<file path="config.mk">
export PLATFORM = sky130hd
export DESIGN_NAME = xor_parity_serializer_flat
export DESIGN_NICKNAME = d
export VERILOG_FILES = /design/src/rtl/xor_parity_serializer_pkg.sv /design/src/rtl/xor_parity_serializer_if.sv /design/src/rtl/xor_parity_serializer_bit_acc.sv /design/src/rtl/xor_parity_serializer.sv /design/src/flat_wrapper.sv
export SDC_FILE = /design/constraint.sdc
export NUM_CORES = 1
export LEC_CHECK = 0
export ABC_AREA = 1
export BUFFER_PORTS_ARGS = -buffer_cell sky130_fd_sc_hd__buf_2
export CAP_MARGIN = 0
export CORE_MARGIN = 2
export CORE_UTILIZATION = 51
export CTS_CLUSTER_DIAMETER = 120
export DETAILED_ROUTE_END_ITERATION = 10
export MAX_ROUTING_LAYER = met4
export PLACE_DENSITY = 0.76
export SLEW_MARGIN = 25
export SYNTH_ARGS = -nofsm -noshare
export SYNTH_HDL_FRONTEND = slang
export SYNTH_SLANG_ARGS = --single-unit
export TNS_END_PERCENT = 100
</file>
<file path="constraint.sdc">
create_clock -name clk -period 1.8 [get_ports clk]
set_input_delay 0.18 -clock clk [delete_from_list [all_inputs] [get_ports clk]]
set_output_delay 0.18 -clock clk [all_outputs]
set_load 0.03 [all_outputs]
</file>
<file path="src/rtl/xor_parity_serializer_pkg.sv">
// Shared types and helpers for the serial parity transmitter.
// State encodings are fixed so traces decode the same everywhere.
package xor_parity_serializer_pkg;

   typedef enum logic [1:0] {
      ST_IDLE   = 2'd0,
      ST_DATA   = 2'd1,
      ST_PARITY = 2'd2
   } state_t;

   function automatic int cnt_w(input int w);
      return (w > 2) ? $clog2(w) : 1;
   endfunction

endpackage

</file>
<file path="src/rtl/xor_parity_serializer_if.sv">
// Word-in / bit-out handshake bundle of the parity serializer.
// slave is the serializer's view, master the surrounding logic.
interface xor_parity_serializer_if #(
   parameter int DATA_W = 8
);

   logic              in_valid;
   logic              in_ready;
   logic [DATA_W-1:0] in_data;
   logic              ser_valid;
   logic              ser_ready;
   logic              ser_out;
   logic              ser_is_par;
   logic              frame_start;
   logic              busy;

   modport master (
      output in_valid,
      output in_data,
      output ser_ready,
      input  in_ready,
      input  ser_valid,
      input  ser_out,
      input  ser_is_par,
      input  frame_start,
      input  busy
   );

   modport slave (
      input  in_valid,
      input  in_data,
      input  ser_ready,
      output in_ready,
      output ser_valid,
      output ser_out,
      output ser_is_par,
      output frame_start,
      output busy
   );

endinterface

</file>
<file path="src/rtl/xor_parity_serializer_bit_acc.sv">
// One-bit running parity register; its next value comes from
// a 2-input XOR gate cell so it maps straight onto that cell.
module xor_bit_acc (
   input  logic clk,
   input  logic rst_n,
   input  logic clr,
   input  logic load,
   input  logic load_val,
   input  logic en,
   input  logic din,
   output logic q,
   output logic nxt
);

   xor u_xor (nxt, q, din);

   always_ff @(posedge clk or negedge rst_n) begin
      if (!rst_n) begin
         q <= 1'b0;
      end else if (clr) begin
         q <= 1'b0;
      end else if (load) begin
         q <= load_val;
      end else if (en) begin
         q <= nxt;
      end
   end

endmodule

</file>
<file path="src/rtl/xor_parity_serializer.sv">
// Parallel-to-serial framer: LSB-first data bits, then one
// parity bit, with back-to-back frames on the parity cycle.
module xor_parity_serializer
   import xor_parity_serializer_pkg::*;
#(
   parameter int DATA_W     = 8,
   parameter bit PARITY_ODD = 1'b0
) (
   input  logic clk,
   input  logic rst_n,
   xor_parity_serializer_if.slave bus
);

   localparam int CW = cnt_w(DATA_W);
   localparam logic [CW-1:0] LAST = CW'(DATA_W - 1);

   state_t state, state_n;

   // bit 0 goes straight to ser_out, so only the upper bits queue
   logic [DATA_W-2:0] shift_q, shift_n;
   logic [CW-1:0]     cnt_q, cnt_n;

   logic out_q, out_n;
   logic vld_q, vld_n;
   logic par_q, par_n;
   logic fst_q, fst_n;

   logic acc_q, acc_nxt;
   logic acc_clr, acc_load, acc_en;
   logic accept, emit;

   assign bus.in_ready =
      (state == ST_IDLE) |
      ((state == ST_PARITY) & bus.ser_ready);

   assign accept = bus.in_valid & bus.in_ready;
   assign emit   = vld_q & bus.ser_ready;

   assign bus.ser_valid   = vld_q;
   assign bus.ser_out     = out_q;
   assign bus.ser_is_par  = par_q;
   assign bus.frame_start = fst_q;
   assign bus.busy        = (state != ST_IDLE);

   xor_bit_acc u_acc (
      .clk      (clk),
      .rst_n    (rst_n),
      .clr      (acc_clr),
      .load     (acc_load),
      .load_val (PARITY_ODD),
      .en       (acc_en),
      .din      (out_q),
      .q        (acc_q),
      .nxt      (acc_nxt)
   );

   always_comb begin
      state_n  = state;
      shift_n  = shift_q;
      cnt_n    = cnt_q;
      out_n    = out_q;
      vld_n    = vld_q;
      par_n    = par_q;
      fst_n    = fst_q;
      acc_clr  = 1'b0;
      acc_load = 1'b0;
      acc_en   = 1'b0;
      // accept only happens in IDLE or on the parity bit's emit
      if (accept) begin
         state_n  = ST_DATA;
         shift_n  = bus.in_data[DATA_W-1:1];
         out_n    = bus.in_data[0];
         cnt_n    = '0;
         vld_n    = 1'b1;
         par_n    = 1'b0;
         fst_n    = 1'b1;
         acc_load = 1'b1;
      end else begin
         unique case (state)
            ST_IDLE: begin
            end
            ST_DATA: begin
               if (emit) begin
                  acc_en = 1'b1;
                  fst_n  = 1'b0;
                  if (cnt_q == LAST) begin
                     out_n   = acc_nxt;
                     par_n   = 1'b1;
                     state_n = ST_PARITY;
                  end else begin
                     out_n   = shift_q[0];
                     shift_n = shift_q >> 1;
                     cnt_n   = cnt_q + CW'(1);
                  end
               end
            end
            ST_PARITY: begin
               if (emit) begin
                  vld_n   = 1'b0;
                  par_n   = 1'b0;
                  acc_clr = 1'b1;
                  state_n = ST_IDLE;
               end
            end
            default: begin
               state_n = ST_IDLE;
               vld_n   = 1'b0;
               par_n   = 1'b0;
               fst_n   = 1'b0;
            end
         endcase
      end
   end

   always_ff @(posedge clk or negedge rst_n) begin
      if (!rst_n) begin
         state   <= ST_IDLE;
         shift_q <= '0;
         cnt_q   <= '0;
         out_q   <= 1'b0;
         vld_q   <= 1'b0;
         par_q   <= 1'b0;
         fst_q   <= 1'b0;
      end else begin
         state   <= state_n;
         shift_q <= shift_n;
         cnt_q   <= cnt_n;
         out_q   <= out_n;
         vld_q   <= vld_n;
         par_q   <= par_n;
         fst_q   <= fst_n;
      end
   end

endmodule

</file>
<file path="src/flat_wrapper.sv">
// flat-port wrapper written by rule: the top's interface ports become plain ports
module xor_parity_serializer_flat import xor_parity_serializer_pkg::*;
#(
   parameter int DATA_W     = 8,
   parameter bit PARITY_ODD = 1'b0
)
  (clk, rst_n, bus_in_valid, bus_in_data, bus_ser_ready, bus_in_ready, bus_ser_valid, bus_ser_out, bus_ser_is_par, bus_frame_start, bus_busy);
  xor_parity_serializer_if #(.DATA_W(DATA_W)) bus_i ();
  input  logic clk;
  input  logic rst_n;
  input wire logic [$bits(bus_i.in_valid)-1:0] bus_in_valid;
  input wire logic [$bits(bus_i.in_data)-1:0] bus_in_data;
  input wire logic [$bits(bus_i.ser_ready)-1:0] bus_ser_ready;
  output wire logic [$bits(bus_i.in_ready)-1:0] bus_in_ready;
  output wire logic [$bits(bus_i.ser_valid)-1:0] bus_ser_valid;
  output wire logic [$bits(bus_i.ser_out)-1:0] bus_ser_out;
  output wire logic [$bits(bus_i.ser_is_par)-1:0] bus_ser_is_par;
  output wire logic [$bits(bus_i.frame_start)-1:0] bus_frame_start;
  output wire logic [$bits(bus_i.busy)-1:0] bus_busy;
  assign bus_i.in_valid = bus_in_valid;
  assign bus_i.in_data = bus_in_data;
  assign bus_i.ser_ready = bus_ser_ready;
  assign bus_in_ready = bus_i.in_ready;
  assign bus_ser_valid = bus_i.ser_valid;
  assign bus_ser_out = bus_i.ser_out;
  assign bus_ser_is_par = bus_i.ser_is_par;
  assign bus_frame_start = bus_i.frame_start;
  assign bus_busy = bus_i.busy;
  xor_parity_serializer #(.DATA_W(DATA_W), .PARITY_ODD(PARITY_ODD)) u_core (.clk(clk), .rst_n(rst_n), .bus(bus_i));
endmodule
</file>
## After elaboration in Yosys (flattened, before gate mapping)

Cells that the tools add are included.

- Output and inout port bits: 6
- Bits in registers: 17

- Reductions and logical operators: 12
- Mux-type cells: 35
- Add/sub/neg operators: 1
- Bitwise logic cells: 5
- Equality and inequality tests: 10

Operators by type and width:

| cell | number |
|---|---|
| two-way mux 7 bit | 4 |
| two-way mux 1 bit | 19 |
| two-way mux 3 bit | 4 |
| != test 3 x 1 -> 1 bit, second input constant | 3 |
| two-way mux 2 bit | 4 |
| != test 2 x 1 -> 1 bit, second input constant | 4 |
| case mux 2 bit (3 select lines) | 1 |
| AND reduction 2 bit | 3 |
| nonzero test 2 bit | 3 |
| case mux 1 bit (2 select lines) | 2 |
| AND reduction 4 bit | 1 |
| OR reduction 2 bit | 2 |
| adder 3 x 1 -> 3 bit, second input constant | 1 |
| bitwise AND 1 bit | 3 |
| equality test 3 bit, second input constant | 1 |
| case mux 1 bit (3 select lines) | 1 |
| AND reduction 3 bit | 1 |
| nonzero test 3 bit | 1 |
| equality test 2 x 1 -> 1 bit, second input constant | 1 |
| equality test 2 bit, second input constant | 1 |
| logical NOT 2 bit | 1 |
| OR 1 bit | 1 |
| bitwise XOR 1 bit | 1 |

## Longest topological paths before layout

Gate-level depths: netlist of run 1.

- Word-level depth: 8
- Gate-level depth with buffers: 7

## Hierarchy

From an unflattened synthesis of run 1, not the netlist that was laid out.

- Cell total of the unflattened synthesis: 119
- Area total of the unflattened synthesis: 902.1 sq um

By module, submodules not included:

| module | area an instance (sq um) | sequential area each (sq um) | instances | cells an instance |
|---|---|---|---|---|
| xor_parity_serializer | 824.5 | 375.4 | 1 | 107 |
| xor_bit_acc | 77.6 | 25.0 | 1 | 12 |

## Least setup slack after synthesis of run 1

OpenSTA, ideal clock, no wires.

- Kind: reg2reg
- Start point: register u_core.cnt_q[0]
- End point: register u_core.shift_q[0]
- Required time: 1.675 ns
- Setup slack: 0.464 ns
- Period minus slack after synthesis: 1.336 ns
- Arrival time: 1.212 ns
- Stages on the path, launching flop included: 8
- Library setup time: 0.125 ns
- Path through: dfrtp_1 ha_1 ha_1 inv_1 nand3_2 buf_6 nand3_1 nand3_1

- Word-level cells in the longest chain between the ends: 3

Ends and longest elaborated chain:

| item | RTL line | text |
|---|---|---|
| from (decl) | xor_parity_serializer.sv:21 | `logic [CW-1:0] cnt_q, cnt_n;` |
| from (signal assigned) | xor_parity_serializer.sv:127 | `cnt_q <= cnt_n;` |
| equality test 3 bit | xor_parity_serializer.sv:86 | `if (cnt_q == LAST) begin` |
| != test 2 x 1 -> 1 bit (no line) | n/a |  |
| AND reduction 3 bit (no line) | n/a |  |
| to (signal assigned) | xor_parity_serializer.sv:126 | `shift_q <= shift_n;` |
| to (decl) | xor_parity_serializer.sv:20 | `logic [DATA_W-2:0] shift_q, shift_n;` |

Every way passes these cells.
A chain may end at the register's enable or synchronous reset.

## Worst setup path after layout of run 1

- Start point: register u_core.cnt_q[0]
- End point: register u_core.cnt_q[1]

- Word-level cells in the longest chain between the ends: 5
- Elaborated cells between the ends (all ways): 8
- Classes of those cells: add/sub: 1; eq/ne: 2; mux: 4; reduce/logical: 1

Ends and longest elaborated chain:

| item | RTL line | text |
|---|---|---|
| adder 3 x 1 -> 3 bit | xor_parity_serializer.sv:93 | `cnt_n = cnt_q + CW'(1);` |
| two-way mux 3 bit | xor_parity_serializer.sv:86 |  |
| two-way mux 3 bit | xor_parity_serializer.sv:83 | `if (emit) begin` |
| two-way mux 3 bit | xor_parity_serializer.sv:79 | `unique case (state)` |
| two-way mux 3 bit | xor_parity_serializer.sv:69 | `if (accept) begin` |

Several ways; a longest one is shown, not always the timed one. The select of a mux whose other input is x is not followed.

==> results_dict.tcl, run 1 <==
set metrics [dict create \
    run_status "finished, final reports clean" \
    drive_gt1_frac 0.284 \
    pin_count 18 \
    relSlewSlack 0.772 \
    cts_root_buf "clkbuf_4" \
    arrival_ps 1790 \
    clkLatencyLatePin_ps 280 \
    antenna_found_initial 0 \
    rsz0062_at_grt "no" \
    hold_start "bus_in_data[7]" \
    nets 131 \
    final_area_um2 955 \
    cts_sinks 16 \
    cp_cell_sequence "ha_1, ha_1, inv_1, nand3_2, inv_2, nand2_1, nand2_1" \
    syn-num-nets 110 \
    r2r_slack_ps 230 \
    syn_area_um2 826 \
    drt_first_pass_iters 4 \
    post-cts-setup-buffers 0 \
    die_w_um 44.2 \
    pre_cts_slack_ps 237 \
    num_vias 690 \
    holdPathStages 3 \
    setup_viol_count_final 0 \
    finalCriticalPeriod_ps 1570 \
    synthTopCellsByArea "dfrtp_1, nand2_1, nand3_1" \
    worst_pin_slew_ps 343 \
    dp_cells 127 \
    area_delta_synth_final_pct 15.6 \
    maxCapViolCount 0 \
    grt_pass1_vias 597 \
    cpMaxStageDelayCell "dfrtp_1" \
    p_leak_nw 0.522 \
    antenna_cells 0 \
    vias_per_cell 5.23 \
    place.gp.congestion 0.839 \
    synth_top_area_share 0.485 \
    layoutNonFillerInstCount 132 \
    synthDistinctLibCells 19 \
    grt_first_pass_wirelength_mm 2.44 \
    fmax_mhz 637 \
    critPathMaxStageDelay_ps 420 \
    wire_per_inst_um 10.9 \
    synthCells 96 \
    synth.largest_area_cell "dfrtp_1" \
    ys_warn_count 0 \
    grt_usage 0.183 \
    setup_tns_ps 0 \
    grt_max_degree 18 \
    crit_required_ps 2020 \
    drt-initial-drc-count 16 \
    critPathLaunchType "flip-flop" \
    n_fill_cell 149 \
    finalMaxSlewViolations 0 \
    io_buffer_count 17 \
    r2r_end "u_core.cnt_q[1]$_DFFE_PN0P_" \
    clockBufferDepth 2 \
    die_area_mm2 0.00196 \
    final_util 0.634 \
    hpwl_mm 1.11 \
    die_y_um 44.2 \
    clk_pin_slew_ps 90 \
    finalClockSkew_ps 2.01 \
    r2r_cells 7 \
    critical_path_buf_inv_count 2 \
    gr-total-overflow 0 \
    cts_buffers 3 \
    hold_end "u_core.shift_q[6]$_DFFE_PN0P_" \
    cp_top_family "flip-flops" \
    place_area_um2 908 \
    route.detailed.drc 0 \
    worst_setup_path_end_kind "flip-flop" \
    crit_fanout 12 \
    avgSynthCellArea_um2 8.60 \
    min_path_type "input port to flip-flop" \
    synth-seq-cells 16 \
    fp-row-count 14 \
    r2r-start "u_core.cnt_q[0]$_DFFE_PN0P_" \
    powerDensity_mw_per_mm2 1650 \
    h-tree-depth 1 \
    final_antenna_net_count 0 \
    hold_viol 0 \
    ys_seq_area_frac 0.485 \
    ir_worst_vdd_mv 0.774 \
    wl_mm 1.44 \
    core_area_mm2 0.00151 \
    crit_type "flip-flop to flip-flop" \
    finalCritPeriodShare 0.872 \
    worst_slack_ps 231 \
    start_util 0.548 \
    cts_tree "yes" \
]
==> cell families (layout without fill, tap and decap cells) <==
group	Yosys count	count (layout)	synth area share
buf+inv	11	31	0.0682
fa+ha+maj	2	2	0.0303
flops	16	16	0.485
simple gates	62	62	0.377
compound gates	4	4	0.0288
xor+xnor	1	1	0.0106
==> power by group <==
| part | internal [mW] | switching [mW] | leakage (nW) |
|---|---|---|---|
| logic | 0.241 | 0.471 | 0.300 |
| clock network | 0.123 | 0.108 | 0.0210 |
| registers | 0.517 | 0.114 | 0.201 |
==> metal layers <==
| metal | GRT usage | wire, um | vias up |
|---|---|---|---|
| li1 | - | - | 355 |
| met1 | 0.218 | 648 | 303 |
| met2 | 0.271 | 671 | 26 |
| met3 | 0.0612 | 87 | 6 |
| met4 | 0.103 | 33 | 0 |
| met5 | - | 0 | - |
==> worst max path at each step <==
stage,startpoint,endpoint,cells past startpoint
floorplan,u_core.cnt_q[0]$_DFFE_PN0P_,u_core.shift_q[0]$_DFFE_PN0P_,7
global route,u_core.cnt_q[0]$_DFFE_PN0P_,u_core.shift_q[0]$_DFFE_PN0P_,7
detailed placement,u_core.cnt_q[0]$_DFFE_PN0P_,u_core.shift_q[5]$_DFFE_PN0P_,7
global placement,u_core.cnt_q[0]$_DFFE_PN0P_,u_core.shift_q[3]$_DFFE_PN0P_,7
finish,u_core.cnt_q[0]$_DFFE_PN0P_,u_core.cnt_q[1]$_DFFE_PN0P_,7
CTS,u_core.cnt_q[0]$_DFFE_PN0P_,u_core.shift_q[0]$_DFFE_PN0P_,7
==> layout by cell type, fill, tap and decap left out, types with 2 or more instances in the layout <==
cell	n
inv_2	3
nand3_1	17
dfrtp_1	16
inv_1	6
nand4_1	2
ha_1	2
o21ai_0	3
clkbuf_4	3
nand2_1	32
buf_2	17
nand3_2	4
==> metrics by stage <==
stage | power (mW) | hold WS (ps)
floorplan | 1.19 | -116
global placement | 1.33 | 104
detailed placement | 1.35 | 105
CTS | 1.58 | 100
global route | 1.70 | 111
finish | 1.57 | 103
==> what timing repair did <==
item	4_1_cts	5_1_grt
hold buffers	1	0
endpoints found under the hold margin	16	0
resized for setup	0	0
==> registers in the layout, indices dropped and copies added (netlist names) <==
register / flops
u_core.bus.frame_start: 1
u_core.bus.ser_is_par: 1
u_core.bus.ser_out: 1
u_core.bus.ser_valid: 1
u_core.cnt_q: 3
u_core.shift_q: 7
u_core.state: 1
u_core.u_acc.q: 1
==> synthesized netlist by cell type, drive strengths merged <==
| cell type | count |
|---|---|
| buf | 2 |
| dfrtp | 16 |
| ha | 2 |
| inv | 9 |
| nand2 | 33 |
| nand3 | 22 |
| nand3b | 1 |
| nand4 | 2 |
| nor2 | 2 |
| o21ai | 4 |
| or2 | 2 |
| xnor2 | 1 |
==> cell type report <==
class	count	area, um^2	area share
flip-flops and latches	16	400	0.419
multi-input cells	69	369	0.387
repair buffers	18	95.1	0.0996
clock buffers	4	36.3	0.0380
inverters	9	33.8	0.0354
well taps	16	20.0	0.0210
==> worst register-to-register path, stage by stage, from the launching register on <==
cell     delay (ps)
dfrtp_1         420
ha_1            210
ha_1            200
inv_1            80
nand3_2         240
inv_2           210
nand2_1          80
nand2_1          70
Note: power is estimated with default switching activity, not from simulation.
==> run 2: changes to the inputs <==
PLACE_DENSITY = 0.75   (was 0.76)
==> run 2 against run 1 <==
  * Clock power up 3%
  * Cell count unchanged
  * Final area unchanged
  * Critical path depth unchanged
  * Setup slack worse by 12 ps
  * Routed wire length up 3.2%
  * Fmax down 0.79%
  * Worst hold slack worse by 4.6 ps
  * Power down 0.45%
==> results_dict.tcl, run 2 (same netlist as run 1, synthesis figures left out) <==
set metrics [dict create \
    setup_tns_ps 0 \
    route.detailed.drc 0 \
    fmax_mhz 632 \
    cts_tree "yes" \
    post-cts-setup-buffers 0 \
    crit_required_ps 2030 \
    largest_reg_flops 7 \
    drt-initial-drc-count 17 \
    worst_pin_slew_ps 352 \
    final_area_um2 955 \
    core_area_mm2 0.00151 \
    fp-row-count 14 \
    min_path_type "input port to flip-flop" \
    maxCapViolCount 0 \
    finalCritPeriodShare 0.879 \
    p_leak_nw 0.522 \
    ctsHoldBuffers 1 \
    clkLatencyLatePin_ps 280 \
    rsz0062_at_grt "no" \
    cts_resized 0 \
    grt_first_pass_wirelength_mm 2.60 \
    hold_viol 0 \
    die_y_um 44.2 \
    final_util 0.634 \
    grt_usage 0.190 \
    powerDensity_mw_per_mm2 1640 \
    finalMaxSlewViolations 0 \
    clk_pin_slew_ps 90 \
    grt_max_degree 18 \
    die_w_um 44.2 \
    start_util 0.548 \
    die_area_mm2 0.00196 \
    antenna_found_initial 0 \
    cts_sinks 16 \
    antenna_cells 0 \
    hpwl_mm 1.11 \
    run_status "finished, final reports clean" \
    relSlewSlack 0.765 \
    clockBufferDepth 2 \
    h-tree-depth 1 \
    nets 131 \
    final_common_cell "nand2_1" \
    cts_root_buf "clkbuf_4" \
    critPathLaunchType "flip-flop" \
    top_register "u_core.shift_q" \
    drive_gt1_frac 0.284 \
    crit_type "flip-flop to flip-flop" \
    ir_worst_vdd_mv 0.708 \
    place_area_um2 908 \
    final_antenna_net_count 0 \
    drt_first_pass_iters 4 \
    final_cell_mix "nand2_1, nand3_1, buf_2" \
    gr-total-overflow 0 \
    area_delta_synth_final_pct 15.6 \
    wire_per_inst_um 11.3 \
    top_regs "u_core.shift_q x7, u_core.cnt_q x3" \
    vias_per_cell 5.25 \
    arrival_ps 1810 \
    finalClockSkew_ps 1.29 \
    finalCriticalPeriod_ps 1580 \
    place.gp.congestion 0.866 \
    grt_pass1_vias 618 \
    cts_buffers 3 \
    setup_viol_count_final 0 \
    crit_fanout 12 \
    num_vias 693 \
    pin_count 18 \
    worst_setup_path_end_kind "flip-flop" \
    n_fill_cell 143 \
    wl_mm 1.49 \
    io_buffer_count 17 \
]
run 2: cell counts in the layout (fill, tap and decap cells not counted):
No cell type changed its count.
run 2: where the power goes:
group / switching (mW) / internal [mW] / leakage [nW]
clock network: 0.113 / 0.123 / 0.0210
logic: 0.463 / 0.238 / 0.300
registers: 0.112 / 0.517 / 0.201
run 2: final timing paths:
kind	to	cells after the start	from	slack (ps)
min	u_core.shift_q[6]$_DFFE_PN0P_	3	bus_in_data[7]	100
min reg2reg	u_core.bus.frame_start$_DFFE_PN0P_	2	u_core.bus.frame_start$_DFFE_PN0P_	470
min in group asynchronous	u_core.shift_q[6]$_DFFE_PN0P_	2	rst_n	330
max in group asynchronous	u_core.bus.ser_valid$_DFFE_PN0P_	2	rst_n	1210
max	u_core.shift_q[3]$_DFFE_PN0P_	7	u_core.cnt_q[0]$_DFFE_PN0P_	220
max reg2reg	u_core.shift_q[3]$_DFFE_PN0P_	7	u_core.cnt_q[0]$_DFFE_PN0P_	220
run 2: worst max-delay path, cell delays in order, from the launching register on:
cell	delay, ps
dfrtp_1	420
ha_1	210
ha_1	200
inv_1	80
nand3_2	240
inv_2	210
nand2_1	80
nand3_1	80
run 2: layout make-up:
type / instances / area [um^2] / area share
clock buffers: 4 / 36.3 / 0.0380
inverters: 9 / 33.8 / 0.0354
multi-input cells: 69 / 369 / 0.387
flip-flops and latches: 16 / 400 / 0.419
well taps: 16 / 20.0 / 0.0210
repair buffers: 18 / 95.1 / 0.0996
run 2: metrics by stage:
step	total power [mW]	cells	hold WS [ps]	setup WS, ps
after floorplan	1.19	96	-116	464
after global placement	1.33	127	105	290
after detailed placement	1.34	127	107	216
after CTS	1.58	132	98.7	203
after global routing	1.70	132	98.9	54.1
final	1.57	132	98.1	218
run 2: layer usage:
metal / GRT usage / up-vias / share of wire
met1: 0.250 / 323 / 0.45
met2: 0.274 / 15 / 0.47
met3: 0.0367 / 4 / 0.053
met4: 0.109 / 0 / 0.024
li1: - / 351 / -
met5: - / - / 0
==> run 3: changes to the inputs <==
ABC_AREA = default   (was 1)
CORE_UTILIZATION = 40   (was 51)
PLACE_DENSITY = 0.6   (was 0.75)
==> run 3 against run 2 <==
  * Via count up 4.6%
  * Global-route usage down 3.1 points
  * Largest power group unchanged
  * Count of clock-buffer cells in the layout unchanged
==> results_dict.tcl, run 3 <==
set metrics [dict create \
    run_status "finished, final reports clean" \
    start_util 0.429 \
    final_common_cell "buf_2" \
    cts_buffers 3 \
    clockBufferDepth 2 \
    power.internal_mw 0.946 \
    hold_viol 0 \
    ir_worst_vdd_mv 0.751 \
    grt_usage 0.159 \
    synth_edf_count 0 \
    fp-row-count 16 \
    finalMaxSlewViolations 0 \
    vias_per_cell 5.53 \
    crit_type "flip-flop to flip-flop" \
    regArea_um2 400 \
    p_leak_nw 0.513 \
    pin_count 18 \
    power.total_mw 1.52 \
    cp_cell_sequence "ha_1, ha_1, inv_1, a22oi_1, a221o_1" \
    critPathLaunchType "flip-flop" \
    synth_top_area_share 0.466 \
    h-tree-depth 1 \
    avgSynthCellArea_um2 10.5 \
    n_fill_cell 193 \
    comb_power_share 0.438 \
    fmax_mhz 609 \
    hold_ws_ps 108 \
    pre_cts_slack_ps 177 \
    nets 119 \
    largest_reg_flops 7 \
    p_seq_frac 0.406 \
    ys_warn_count 0 \
    rsz0062_at_grt "no" \
    worst_setup_path_end_kind "flip-flop" \
    setup_tns_ps 0 \
    cts_tree "yes" \
    synth_most_common_cell "dfrtp_1" \
    final_cell_mix "buf_2, dfrtp_1, and3_1" \
    grt_max_degree 17 \
    cts_resized 0 \
    multiInputGateArea_um2 415 \
    cp_common_cell "ha_1" \
    num_vias 725 \
    syn-num-nets 96 \
    ys_seq_area_frac 0.466 \
    cpMaxStageDelayCell "a22oi_1" \
    crit_required_ps 2030 \
    r2r_slack_ps 160 \
    finalCriticalPeriod_ps 1640 \
    grt_pass1_vias 631 \
    drt_first_pass_iters 4 \
    synthTopCellsByArea "dfrtp_1, a221o_1, and3_1" \
    powerDensity_mw_per_mm2 1480 \
    min_path_type "input port to flip-flop" \
    antenna_found_initial 0 \
    netSwitchingPower_mw 0.572 \
    synthDistinctLibCells 34 \
    arrival_ps 1870 \
    worst_slack_ps 158 \
    area_delta_synth_final_pct 19.4 \
    ctsHoldBuffers 1 \
    antenna_cells 0 \
    clk_pin_slew_ps 90 \
    synthArstFlopShare 1.00 \
    synthFlopType "dfrtp_1" \
    synth-seq-cells 16 \
    wl_mm 1.72 \
    grt_first_pass_wirelength_mm 2.84 \
    synth.largest_area_cell "dfrtp_1" \
    top_register "u_core.shift_q" \
    setup_viol_count_final 0 \
    drt-initial-drc-count 18 \
    place.gp.congestion 0.713 \
    syn_area_um2 860 \
    gr-total-overflow 0 \
    final_antenna_net_count 0 \
    finalCritPeriodShare 0.912 \
    maxCapViolCount 0 \
    route.detailed.drc 0 \
    die_w_um 50.4 \
    hpwl_mm 1.22 \
    die_y_um 50.4 \
    io_buffer_count 17 \
    post-cts-setup-buffers 0 \
    crit_fanout 7 \
    drive_gt1_frac 0.288 \
    pwr-share-clk 0.156 \
    relSlewSlack 0.612 \
    wire_per_inst_um 13.2 \
    finalClockSkew_ps 6.04 \
    worst_pin_slew_ps 582 \
    critPathMaxStageDelay_ps 480 \
    clkLatencyLatePin_ps 290 \
    synthTopCellsByCount "dfrtp_1, and3_1, a221o_1" \
    synthCells 82 \
    die_area_mm2 0.00254 \
    cts_sinks 16 \
    top_regs "u_core.shift_q x7, u_core.cnt_q x3" \
    core_area_mm2 0.00200 \
    p_sw_frac 0.377 \
    cts_root_buf "clkbuf_4" \
]
## run 3: changes by cell type in the layout (fill, tap and decap cells not counted), sizes merged, moves of 2 or more
cell / previous run / this run
nand2: 33 / 5
nand3: 22 / 2
and3: 0 / 8
a221o: 0 / 7
inv: 9 / 2
buf: 17 / 22
nand2b: 0 / 4
a21oi: 0 / 3
a31o: 0 / 2
a31oi: 0 / 2
nand4: 2 / 0
nor2b: 0 / 2
## run 3: critical path, delay by kind of cell (launching register included)
kind | cells | cell delay [ps]
fa+ha+maj | 2 | 410
buf+inv | 1 | 80
flops | 1 | 380
compound gates | 2 | 730
## run 3: metal layers
metal | track usage | wire length (um)
met5 | - | 0
met4 | 0.0811 | 38
met3 | 0.0685 | 135
met2 | 0.211 | 723
met1 | 0.205 | 827
## run 3: cell type report
cell class	instances	share of cell area
Multi-Input combinational cell	59	0.405
Sequential cell	16	0.390
Timing Repair Buffer	23	0.129
Clock buffer	4	0.0354
Tap cell	27	0.0329
Inverter	2	0.00732
## run 3: cell families (layout without fill, tap and decap cells)
logic type      count (synthesis)  in the layout  share of synthesized area
fa+ha+maj                       2              2                     0.0291
flops                          16             16                      0.466
compound gates                 25             25                      0.220
xor+xnor                        1              1                     0.0102
buf+inv                         7             29                     0.0509
simple gates                   31             31                      0.224
## run 3: worst paths after layout
path / from / end / depth (start not counted)
worst max-delay path: u_core.cnt_q[0]$_DFFE_PN0P_ / u_core.shift_q[5]$_DFFE_PN0P_ / 5
worst min-delay path: bus_in_data[5] / u_core.shift_q[4]$_DFFE_PN0P_ / 2
worst max register to register: u_core.cnt_q[0]$_DFFE_PN0P_ / u_core.shift_q[5]$_DFFE_PN0P_ / 5
worst min register to register: u_core.bus.ser_is_par$_DFFE_PN0P_ / u_core.state[0]$_DFFE_PN0P_ / 1
max in group asynchronous: rst_n / u_core.cnt_q[1]$_DFFE_PN0P_ / 2
min in group asynchronous: rst_n / u_core.bus.frame_start$_DFFE_PN0P_ / 2
## run 3: through the flow
step                      cell area, um^2  utilization  instances
after global placement                980        0.489        126
after detailed placement              980        0.489        126
after global routing                 1030        0.513        131
after CTS                            1030        0.513        131
after floorplan                       860            -         82
final                                1030        0.513        131
## run 3: power by group through the flow
stage	clock network [mW]	logic, mW	registers (mW)
6_report	0.236	0.665	0.617
5_1_grt	0.265	0.742	0.637
4_1_cts	0.245	0.672	0.617
3_5_place_dp	0	0.669	0.619
3_3_place_gp	0	0.658	0.623
2_1_floorplan	0	0.455	0.654
